File: src/rtl/spinner_pkg.sv
// Shared types and helpers for the multi-axis spinner.
//   dir_t     : direction requested by the buttons of one axis
//   spd_w     : width needed to hold a speed value in the range 1..ACC_MAX
//   next_pos  : applies a signed step to a position, then wraps or clamps it
package spinner_pkg;

  typedef enum logic [1:0] {
    DIR_NONE = 2'd0,
    DIR_INC  = 2'd1,
    DIR_DEC  = 2'd2
  } dir_t;

  function automatic int spd_w(input int acc_max);
    return $clog2(acc_max + 1);
  endfunction

  // The arithmetic is done on a signed int, so it cannot overflow for
  // pos_w <= 30. In wrap mode a negative sum folds back through the two's
  // complement mask. In saturate mode the result is clamped to [0, 2^pos_w-1].
  function automatic int next_pos(input int old, input int step, input dir_t dir,
                                  input bit wrap, input int pos_w);
    int span;
    int sum;
    span = 1 << pos_w;
    case (dir)
      DIR_INC: sum = old + step;
      DIR_DEC: sum = old - step;
      default: sum = old;
    endcase
    if (wrap)          return sum & (span - 1);
    else if (sum < 0)  return 0;
    else if (sum >= span) return span - 1;
    else               return sum;
  endfunction

endpackage

File: src/rtl/spinner_axis.sv
// One spinner axis. It holds the position, the acceleration speed, the last
// direction and the moved pulse for that axis.
// Ports:
//   clk_sys, reset     : clock and asynchronous active-high reset
//   upd                : one-cycle update strobe (from the frame tick edge)
//   clr                : synchronous clear; takes priority over upd
//   btn_inc/dec/acc    : the button inputs for this axis
//   pos                : absolute position
//   moved              : one-cycle pulse that follows an update which changed pos
module spinner_axis
  import spinner_pkg::*;
#(
  parameter int              POS_W   = 8,
  parameter int              ACC_MAX = 4,
  parameter logic [POS_W-1:0] CENTER = {1'b1, {(POS_W-1){1'b0}}},
  parameter bit              WRAP    = 1'b1
) (
  input  logic             clk_sys,
  input  logic             reset,
  input  logic             upd,
  input  logic             clr,
  input  logic             btn_inc,
  input  logic             btn_dec,
  input  logic             btn_acc,
  output logic [POS_W-1:0] pos,
  output logic             moved
);

  localparam int SW = spd_w(ACC_MAX);

  logic [POS_W-1:0] pos_q, pos_d;
  logic [SW-1:0]    spd_q, spd_d;
  dir_t             dir_q, dir_d;
  dir_t             dir_now;
  logic             moved_q, moved_d;
  int               step;
  int               spd_nxt;

  always_comb begin
    dir_now = DIR_NONE;
    if (btn_inc & ~btn_dec)      dir_now = DIR_INC;
    else if (btn_dec & ~btn_inc) dir_now = DIR_DEC;

    pos_d   = pos_q;
    spd_d   = spd_q;
    dir_d   = dir_q;
    moved_d = 1'b0;
    step    = 0;
    spd_nxt = 1;

    if (clr) begin
      pos_d = CENTER;
      spd_d = SW'(1);
      dir_d = DIR_NONE;
    end else if (upd) begin
      if (dir_now == DIR_NONE) begin
        spd_d = SW'(1);
        dir_d = DIR_NONE;
      end else begin
        // A reversal, or a start from rest, always begins with a single step.
        // The ramp then continues from the step that was just taken.
        step = (dir_now != dir_q) ? 1 : int'(spd_q);
        if (btn_acc) spd_nxt = (step + 1 > ACC_MAX) ? ACC_MAX : step + 1;
        spd_d   = SW'(spd_nxt);
        dir_d   = dir_now;
        pos_d   = POS_W'(next_pos(int'(pos_q), step, dir_now, WRAP, POS_W));
        moved_d = (pos_d != pos_q);
      end
    end
  end

  always_ff @(posedge clk_sys or posedge reset) begin
    if (reset) begin
      pos_q   <= CENTER;
      spd_q   <= SW'(1);
      dir_q   <= DIR_NONE;
      moved_q <= 1'b0;
    end else begin
      pos_q   <= pos_d;
      spd_q   <= spd_d;
      dir_q   <= dir_d;
      moved_q <= moved_d;
    end
  end

  assign pos   = pos_q;
  assign moved = moved_q;

endmodule

File: src/rtl/multi_axis_spinner.sv
// Converts digital buttons into absolute spinner/trackball positions for AXES
// independent axes. The positions update once on each rising edge of the frame
// tick.
// Ports:
//   clk_sys   : system clock
//   reset     : asynchronous active-high reset
//   tick      : frame tick level; each rising edge is one update
//   pos_clear : synchronous clear of all axes to CENTER
//   btn_inc   : per-axis increment buttons [AXES]
//   btn_dec   : per-axis decrement buttons [AXES]
//   btn_acc   : per-axis acceleration enables [AXES]
//   pos       : positions; axis i is at [i*POS_W +: POS_W]
//   moved     : per-axis one-cycle pulse that follows a position change
module multi_axis_spinner
  import spinner_pkg::*;
#(
  parameter int              AXES    = 2,
  parameter int              POS_W   = 8,
  parameter int              ACC_MAX = 4,
  parameter logic [POS_W-1:0] CENTER = {1'b1, {(POS_W-1){1'b0}}},
  parameter bit              WRAP    = 1'b1
) (
  input  logic                  clk_sys,
  input  logic                  reset,
  input  logic                  tick,
  input  logic                  pos_clear,
  input  logic [AXES-1:0]       btn_inc,
  input  logic [AXES-1:0]       btn_dec,
  input  logic [AXES-1:0]       btn_acc,
  output logic [AXES*POS_W-1:0] pos,
  output logic [AXES-1:0]       moved
);

  logic tick_q, tick_d;
  logic upd;

  always_comb begin
    tick_d = tick;
    upd    = tick & ~tick_q;
  end

  always_ff @(posedge clk_sys or posedge reset) begin
    if (reset) tick_q <= 1'b0;
    else       tick_q <= tick_d;
  end

  for (genvar i = 0; i < AXES; i++) begin : g_axis
    spinner_axis #(
      .POS_W  (POS_W),
      .ACC_MAX(ACC_MAX),
      .CENTER (CENTER),
      .WRAP   (WRAP)
    ) u_axis (
      .clk_sys(clk_sys),
      .reset  (reset),
      .upd    (upd),
      .clr    (pos_clear),
      .btn_inc(btn_inc[i]),
      .btn_dec(btn_dec[i]),
      .btn_acc(btn_acc[i]),
      .pos    (pos[i*POS_W +: POS_W]),
      .moved  (moved[i])
    );
  end

endmodule

File: config.mk
export PLATFORM = sky130hd
export DESIGN_NAME = multi_axis_spinner
export DESIGN_NICKNAME = d
export VERILOG_FILES = /design/src/rtl/spinner_pkg.sv /design/src/rtl/spinner_axis.sv /design/src/rtl/multi_axis_spinner.sv
export SDC_FILE = /design/constraint.sdc
export NUM_CORES = 1
export LEC_CHECK = 0
export BUFFER_PORTS_ARGS = -buffer_cell sky130_fd_sc_hd__buf_2
export CELL_PAD_IN_SITES_DETAIL_PLACEMENT = 0
export CELL_PAD_IN_SITES_GLOBAL_PLACEMENT = 1
export CORE_ASPECT_RATIO = 1.25
export CORE_UTILIZATION = 40
export CTS_CLUSTER_SIZE = 16
export DETAILED_ROUTE_END_ITERATION = 10
export PLACE_DENSITY_LB_ADDON = 0.15
export SETUP_SLACK_MARGIN = 0.4
export SLEW_MARGIN = 20
export SYNTH_ARGS = -nofsm -noshare
export SYNTH_HDL_FRONTEND = slang
export SYNTH_HIERARCHICAL = 1
export SYNTH_SLANG_ARGS = --single-unit
File: constraint.sdc
create_clock -name clk_sys -period 3.2 [get_ports clk_sys]
set_input_delay 0.32 -clock clk_sys [delete_from_list [all_inputs] [get_ports clk_sys]]
set_output_delay 0.32 -clock clk_sys [all_outputs]
set_load 0.05 [all_outputs]
== After elaboration in Yosys (flattened, before gate mapping) ==
Index checks and enable logic that the tools add are counted.
Cells by class
  add/sub/neg operators: 6
  order comparisons: 2
  equal/unequal tests: 10
  muxes and demuxes: 42
  bitwise operators: 10
  reductions and logical operators: 5
Operator list (number)
  two-way mux 8 bit: 12
  > comparator 32 x 4 -> 1 bit, second input constant: 2
  two-way mux 3 bit: 12
  one-hot mux 8 bit (2 select lines): 2
  two-way mux 2 bit: 10
  adder 8 bit: 2
  != test 8 bit: 2
  subtractor 8 bit: 2
  adder 3 x 1 -> 4 bit, second input constant: 2
  two-way mux 1 bit: 6
  bitwise AND 1 bit: 5
  NOT 1 bit: 5
  equality test 2 x 1 -> 1 bit, second input constant: 2
  equality test 2 bit, second input constant: 2
  logical NOT 2 bit: 2
  != test 2 bit: 2
  != test 2 bit, second input constant: 2
  AND reduction 2 bit: 2
  nonzero test 2 bit: 1
Word-level totals
  register bits after elaboration: 29
  output and inout port bits: 18
  word-level logic and storage cells: 84

== Longest topological paths before layout ==
Gate-level depths: netlist (run 1).
  depth after elaboration: 15
  mapped depth: 16
  mapped depth without buffers: 16

== Modules after synthesis ==
Netlist (run 1), hierarchy kept.
Modules (own cells, without submodules)
  spinner_axis at g_axis[1].u_axis: times used 1, cells each 143, area an instance 1241.2 um^2
  spinner_axis at g_axis[0].u_axis: times used 1, cells each 133, area an instance 1196.1 um^2
  multi_axis_spinner: times used 1, cells each 3, area an instance 42.5 um^2

== Least setup slack after synthesis (run 1) ==
Ideal clock, no wire load.
  path type: input to register
  from: in btn_inc[1]
  to: reg g_axis[1].u_axis.pos_q[7]
  library setup time: 88 ps
  data arrival time: 3378 ps
  setup slack: -266 ps
  stages on the path: 16
  path buffers: 0
  path through: inv_1 > ha_1 > xor2_1 > or3_4 > inv_1 > ha_1 > ha_1 > and2b_2 > a31oi_1 > ha_1 > or2_2 > o311ai_0 > a2bb2oi_1 > xnor2_1 > nor3_1 > or3b_1
On the way
  longest elaborated chain between the ends: 14
  elaborated cells between the ends (all ways): 21
  classes of those cells: add/sub (2); eq/ne (4); mux (10); bitwise (3); reduce/logical (2)
Ends and longest elaborated chain
  from (decl): RTL line multi_axis_spinner.sv:27  | input logic [AXES-1:0] btn_inc,
  NOT 1 bit: RTL line spinner_axis.sv:42  | else if (btn_dec & ~btn_inc) dir_now = DIR_DEC;
  bitwise AND 1 bit: RTL line spinner_axis.sv:42
  two-way mux 2 bit: RTL line spinner_axis.sv:42
  two-way mux 2 bit *: RTL line spinner_axis.sv:41  | if (btn_inc & ~btn_dec) dir_now = DIR_INC;
  != test 2 bit: RTL line spinner_axis.sv:62  | step = (dir_now != dir_q) ? 1 : int'(spd_q);
  two-way mux 3 bit: RTL line spinner_axis.sv:62
  subtractor 8 bit or adder 8 bit (tied branches): RTL line spinner_pkg.sv:27, spinner_pkg.sv:26
  one-hot mux 8 bit (2 select lines): RTL line spinner_pkg.sv:25  | case (dir)
  two-way mux 8 bit: RTL line spinner_axis.sv:56  | if (dir_now == DIR_NONE) begin
  two-way mux 8 bit: RTL line spinner_axis.sv:55  | end else if (upd) begin
  two-way mux 8 bit: RTL line spinner_axis.sv:51  | if (clr) begin
  two-way mux 8 bit: RTL line spinner_axis.sv:56
  two-way mux 8 bit: RTL line spinner_axis.sv:55
  two-way mux 8 bit: RTL line spinner_axis.sv:51
  to (signal assigned): RTL line spinner_axis.sv:79  | pos_q <= pos_d;
  to (decl): RTL line spinner_axis.sv:31  | logic [POS_W-1:0] pos_q, pos_d;
Mark *: on every way between the ends. The rest lies on a longest branch, timed or not. The select of a mux whose other input is x is not followed.
A chain may end at the register's enable or synchronous reset.

== Worst setup path in the final report (run 1) ==
  from: reg g_axis[1].u_axis.dir_q[1]
  to: reg g_axis[1].u_axis.pos_q[6]
On the way
  longest elaborated chain between the ends: 10
  elaborated cells between the ends (all ways): 11
  classes of those cells: add/sub (2); eq/ne (1); mux (8)
Ends and longest elaborated chain
  from (decl): RTL line spinner_axis.sv:33  | dir_t dir_q, dir_d;
  from (signal assigned): RTL line spinner_axis.sv:81  | dir_q <= dir_d;
  != test 2 bit *: RTL line spinner_axis.sv:62
  two-way mux 3 bit *: RTL line spinner_axis.sv:62
  subtractor 8 bit or adder 8 bit (tied branches): RTL line spinner_pkg.sv:27, spinner_pkg.sv:26
  one-hot mux 8 bit (2 select lines) *: RTL line spinner_pkg.sv:25
  two-way mux 8 bit *: RTL line spinner_axis.sv:56
  two-way mux 8 bit *: RTL line spinner_axis.sv:55
  two-way mux 8 bit *: RTL line spinner_axis.sv:51
  two-way mux 8 bit *: RTL line spinner_axis.sv:56
  two-way mux 8 bit *: RTL line spinner_axis.sv:55
  two-way mux 8 bit *: RTL line spinner_axis.sv:51
Marks and branches as above.

==> impl_metrics.tcl, run 1 <==
set metrics [dict create \
    status "complete, no violations" \
    grt_max_degree 29 \
    cts_buffers 5 \
    cp_slowest_cell "dfrtp_1" \
    synth_cells 279 \
    drv_cap 0 \
    track_usage_pct 21.3 \
    drc 0 \
    syn_area_um2 2480 \
    grt_pass1_wl_um 10900 \
    irDropWorstVdd_v 0.000212 \
    slowest_delay_ns 0.39 \
    hpwlAfterDp_um 4660 \
    multi_input_area_um2 1990 \
    ant_nets 0 \
    hold_path_class "in -> reg" \
    final_common_cell "buf_4" \
    drive_gt1_share_pct 42.2 \
    worst-path-buf-inv 2 \
    overflow 0 \
    worst-path-max-fanout 4 \
    worstPathCellList "xor2_1 > or3_4 > inv_2 > ha_4 > ha_4 > and2b_2 > a31oi_1 > ha_1 > nor2b_4 > o31a_1 > buf_4 > o21a_1 > nor2_2 > xnor2_1 > a22o_1" \
    synth_fa_ha_area_share_pct 15.7 \
    start_util_pct 42.1 \
    synth_compound_area_share_pct 16.4 \
    cts.path.max_buffers 2 \
    setup_ws_ns 0.0156 \
    tightest_slew_ns 0.653 \
    synth_top_family_by_area "simple AND/OR/NAND/NOR gates" \
    synth-simple-area-share_pct 21.3 \
    seq_area_um2 731 \
    wl_um 6230 \
    fp.coreArea_um2 5900 \
    finalHoldViolCount 0 \
    final_cells 442 \
    die_h_um 90.0 \
    clk_pin_slew_worst_paths_ns 0.07 \
    syn-num-nets 319 \
    vias 2252 \
    cts-root-buf "clkbuf_8" \
    ys_async_sr_fraction_pct 100 \
    relSlewSlack_pct 56.4 \
    synth_mux_area_share_pct 2.52 \
    fin_nets 399 \
    io_buffers 27 \
    rows 31 \
    min_period_over_period_pct 99.5 \
    pin_count 28 \
    grt_pass1_vias 2383 \
    min_from "tick" \
    htreeDepth 2 \
    synth_xor_area_share_pct 9.33 \
    dieArea_um2 6520 \
    cp-start-kind "flip-flop" \
    antenna_found_initial 0 \
    place.gp.congestion 0.792 \
    worstPathArrival_ns 3.35 \
    n_fill_cell 524 \
    leakagePower_nw 1.69 \
    n_antenna_cell 0 \
    die_w_um 72.4 \
    setup_viol 0 \
    worstSetupStartpoint "g_axis[1].u_axis/dir_q[1]" \
    fin_hold_ws_ns 0.162 \
    avgSynthCellArea_um2 8.89 \
    critical_path_class "reg -> reg" \
    powerDensity_nw_per_um2 316 \
    place_ws_ns -0.404 \
    rsz0062_at_grt "yes" \
    synth-seq-cells 29 \
    final-max-slew-violation-count 0 \
    rr_startpoint "g_axis[1].u_axis/dir_q[1]" \
    ys_types 57 \
    first_iter_violations 36 \
    worst_path_most_repeated_cell "ha_4" \
    synth-edff-count 0 \
    yosysSeqAreaShare_pct 29.5 \
    syn_to_final_growth_pct 45.1 \
    cp_top_family "compound AO/OA/AOI/OAI gates" \
    cts_sinks 29 \
    dpl.cell_count 428 \
    yosysWarnings 6 \
    clock.fmax_mhz 314 \
    finalCriticalPeriod_ns 3.18 \
    wl_per_cell_um 14.1 \
    cts_tree "built" \
    routed_via_density 5.10 \
    worst_ep_required_time_ns 3.37 \
    endpoint_kind "flip-flop" \
    dr.pass1.iters 4 \
    finalClockSkew_ns 0.00609 \
    layout_common_cells "buf_4 (52), nor2_1 (32), dfrtp_1 (25), buf_2 (25), nand2_1 (21)" \
    clock_latency_ns 0.28 \
    ys.flop_type "dfrtp_1" \
]
[synthesized netlist by cell type, types with 2 or more instances]
library cell / count / area [um2]
nand2_1: 23 / 86.3
and2b_2: 2 / 17.5
a311oi_1: 2 / 17.5
nand2b_1: 6 / 37.5
nand3_1: 3 / 15.0
inv_1: 22 / 82.6
or3_4: 2 / 22.5
o21ai_0: 6 / 30.0
mux2i_1: 4 / 40.0
nor2b_1: 7 / 43.8
fa_1: 2 / 40.0
a22o_1: 2 / 17.5
mux2_2: 2 / 22.5
dfrtp_1: 25 / 626
o311ai_0: 2 / 17.5
nor4_1: 2 / 12.5
xnor2_1: 13 / 114
clkbuf_1: 6 / 22.5
nand4_1: 2 / 12.5
nor3_1: 4 / 20.0
o31a_1: 2 / 17.5
ha_1: 28 / 350
nand3b_1: 2 / 15.0
nor3b_1: 3 / 22.5
a2111oi_0: 2 / 17.5
a31oi_1: 2 / 12.5
a21oi_1: 15 / 75.1
dfstp_2: 4 / 105
o32a_1: 2 / 20.0
and3_1: 2 / 12.5
nor2_1: 35 / 131
xor2_1: 9 / 78.8
o21a_1: 3 / 22.5
nor4b_1: 2 / 17.5
a21o_1: 3 / 22.5
or2_2: 4 / 25.0
a211oi_1: 4 / 30.0
[sequential cells by signal, indices dropped and copies added (netlist names)]
register and flops:
g_axis.u_axis/dir_q 4, tick_q 1, g_axis.u_axis/pos 16, g_axis.u_axis/spd_q 6, g_axis.u_axis/moved 2
[power by group]
group | switching (W) | total (W) | internal (W) | leakage [nW]
registers | 0.0000153 | 0.000396 | 0.000381 | 0.385
clock network | 0.000151 | 0.000345 | 0.000194 | 0.0542
logic | 0.000209 | 0.000394 | 0.000186 | 1.25
[through the flow]
step                      util, %  cell area (um2)  setup TNS [ns]  power (W)
after floorplan                 -             2650         -0.0760   0.000631
after global placement       54.5             3210           -1.67   0.000747
after detailed placement     54.5             3210           -2.11   0.000751
after CTS                    58.7             3460          -0.121    0.00113
after global routing         61.0             3600          -0.450    0.00120
final                        61.0             3600               0    0.00114
[per-layer routing]
metal	vias up	track usage [%]	share of wire [%]
met2	31	39.7	55
met3	13	3.03	1.6
li1	1131	-	-
met1	1077	24.2	41
met4	0	6.70	2.2
met5	-	0	0
[area by class of cell]
type	instances	share of cell area [%]
clock buffer	7	2.68
clock inverter	1	0.139
inverter	23	3.16
multi-input combinational	219	55.3
sequential	29	20.3
tap	82	2.85
timing repair buffer	81	15.5
[final timing paths]
kind                                             end  slack (ns)  cells past startpoint
min in group asynchronous                     tick_q        0.45                      3
hold reg to reg            g_axis[0].u_axis/spd_q[1]        0.51                      2
setup / recovery             g_axis[1].u_axis/pos[6]        0.02                     15
hold / removal                                tick_q        0.16                      1
max in group asynchronous    g_axis[1].u_axis/pos[6]        2.07                      3
setup reg to reg             g_axis[1].u_axis/pos[6]        0.02                     15
[what timing repair did]
item | in CTS | in global routing
resized for setup | 21 | 20
buffers inserted | 3 | 2
hold endpoints to repair | 1 | 0
pin swaps | 18 | 24
endpoints found under the setup margin | 12 | 12
hold buffers | 1 | 0
[kinds of logic after synthesis]
group,count (synthesis)
AND/OR/NAND/NOR,103
AO/OA/AOI/OAI,56
buffers and inverters,31
adder cells (fa/ha/maj),30
flip-flops,29
XOR/XNOR,24
multiplexers,6
Power figures use the tool's default switching activity.
==> run 2, diff against run 1 <==
PLACE_DENSITY_LB_ADDON = 0.1   (was 0.15)
SLEW_MARGIN = 40   (was 20)
==> run 2 against run 1 <==
Worst setup slack got worse by 0.27 ns. Global-route usage about the same. Core utilization increased by 0.76 points. Highest routed layer unchanged. Final cell count increased by 1.1%. Wire length increased by 0.64%. Hold slack got worse by 0.0092 ns. Critical path depth decreased by 1. Total power decreased by 1.9%. Flip-flop and latch count unchanged. The run now ends with setup timing left. Design area increased by 1.3%. Die area unchanged.
==> impl_metrics.tcl, run 2 (synthesis gave the netlist of run 1 again) <==
set metrics [dict create \
    status "finished with violations" \
    failed_checks "setup timing" \
    clk_pin_slew_worst_paths_ns 0.07 \
    irDropWorstVdd_v 0.000215 \
    final-max-slew-violation-count 0 \
    fin_nets 405 \
    finalClockSkew_ns 0.00622 \
    ant_nets 0 \
    cts_tree "built" \
    setup_viol 2 \
    routed_via_density 5.05 \
    track_usage_pct 21.3 \
    dr.pass1.iters 4 \
    cts.path.max_buffers 2 \
    drc 0 \
    antenna_found_initial 0 \
    hpwlAfterDp_um 4670 \
    finalHoldViolCount 0 \
    worst_ep_required_time_ns 3.35 \
    fp.coreArea_um2 5900 \
    clkPwrFrac_pct 28.1 \
    place.gp.congestion 0.837 \
    n_antenna_cell 0 \
    rows 31 \
    drive_gt1_share_pct 44.7 \
    rr_startpoint "g_axis[1].u_axis/dir_q[1]" \
    dpl.cell_count 431 \
    finalPower_w 0.00111 \
    io_buffers 27 \
    grt_max_degree 29 \
    wl_per_cell_um 14.0 \
    powerDensity_nw_per_um2 306 \
    comb_power_share_pct 36.3 \
    fin_hold_ws_ns 0.152 \
    clock.fmax_mhz 289 \
    grt_pass1_wl_um 10800 \
    largest_reg_flops 16 \
    setup_ws_ns -0.256 \
    syn_to_final_growth_pct 46.9 \
    first_iter_violations 62 \
    finalCriticalPeriod_ns 3.46 \
    rsz0062_at_grt "yes" \
    cts-root-buf "clkbuf_8" \
    htreeDepth 2 \
    cp-start-kind "flip-flop" \
    die_w_um 72.4 \
    start_util_pct 42.1 \
    tightest_slew_ns 0.692 \
    leakagePower_nw 1.73 \
    p_seq_share_pct 35.6 \
    clock_latency_ns 0.28 \
    swShare_pct 33.3 \
    wl_um 6270 \
    critical_path_class "reg -> reg" \
    final_common_cell "buf_4" \
    p_int_w 0.000743 \
    min_period_over_period_pct 108 \
    post_dp_cell_area_um2 3230 \
    cts_buffers 5 \
    drv_cap 0 \
    endpoint_kind "flip-flop" \
    overflow 0 \
    pin_count 28 \
    final_cells 447 \
    post-route-util_pct 61.8 \
    grt_pass1_vias 2326 \
    min_from "tick" \
    relSlewSlack_pct 53.8 \
    layout_common_cells "buf_4 (54), nor2_1 (32), dfrtp_1 (25), buf_2 (25), nand2_1 (21)" \
    die_h_um 90.0 \
    worstPathArrival_ns 3.61 \
    cts_sinks 29 \
    p_switching_w 0.000370 \
    worst-path-max-fanout 3 \
    n_fill_cell 511 \
    hold_path_class "in -> reg" \
    stdcell_area_um2 3640 \
    vias 2257 \
    worstSetupStartpoint "g_axis[1].u_axis/dir_q[1]" \
    r2r_slack_ns -0.26 \
    dieArea_um2 6520 \
]
run 2: cell count changes in the layout (fill, tap and decap cells not counted), sizes merged:
cell / before / now
clkbuf: 7 / 8
clkinv: 1 / 0
buf: 80 / 85
run 2: per-stage QoR:
stage / setup WS, ns / TNS (ns)
finish: -0.256 / -0.397
global route: -0.367 / -0.734
CTS: -0.0988 / -0.127
detailed placement: -0.474 / -2.19
global placement: -0.338 / -1.90
floorplan: -0.0760 / -0.0760
run 2: final cells by class:
| cell class | count | area (um2) | area share, % |
|---|---|---|---|
| multi-input cells | 219 | 1990 | 54.7 |
| repair buffers | 87 | 616 | 16.9 |
| flip-flops and latches | 29 | 731 | 20.1 |
| inverters | 23 | 114 | 3.12 |
| clock buffers | 7 | 86.3 | 2.37 |
| well taps | 82 | 103 | 2.82 |
run 2: final timing paths:
| path | end | cells after the start |
|---|---|---|
| worst max-delay path | g_axis[1].u_axis/moved | 14 |
| worst min register to register | g_axis[0].u_axis/spd_q[1] | 2 |
| worst max register to register | g_axis[1].u_axis/moved | 14 |
| max in group asynchronous | g_axis[1].u_axis/pos[2] | 3 |
| min in group asynchronous | tick_q | 3 |
| worst min-delay path | tick_q | 1 |
run 2: timing repair:
action,4_1_cts,5_1_grt
hold buffers,1,0
gates resized for setup,30,21
gates cloned,0,0
endpoints found under the setup margin,12,13
pin swaps,18,14
hold endpoints to repair,1,0
setup buffers,4,4
run 2: routing by layer:
layer / vias to the layer above / share of wire, % / GRT usage [%]
met3: 8 / 1.9 / 3.03
met5: - / 0 / 0
met2: 28 / 55 / 39.8
li1: 1142 / - / -
met1: 1079 / 41 / 24.7
met4: 0 / 1.6 / 5.39
run 2: critical path: stages, from the launching register on:
cell and delay [ns]:
dfrtp_1 0.40, xor2_1 0.16, or3_4 0.38, inv_2 0.07, ha_4 0.12, ha_4 0.18
and2b_2 0.19, a31oi_2 0.16, ha_1 0.28, nor2b_4 0.14, o31a_1 0.33, nor4b_2 0.33
a221oi_2 0.08, nor4b_1 0.16, a311oi_1 0.35
run 2: power by group through the flow:
stage	Combinational (W)	Sequential [W]	Clock, W
after floorplan	0.000200	0.000431	0
after global placement	0.000352	0.000402	0
after detailed placement	0.000354	0.000402	0
after CTS	0.000386	0.000396	0.000323
after global routing	0.000438	0.000398	0.000344
final	0.000404	0.000396	0.000313
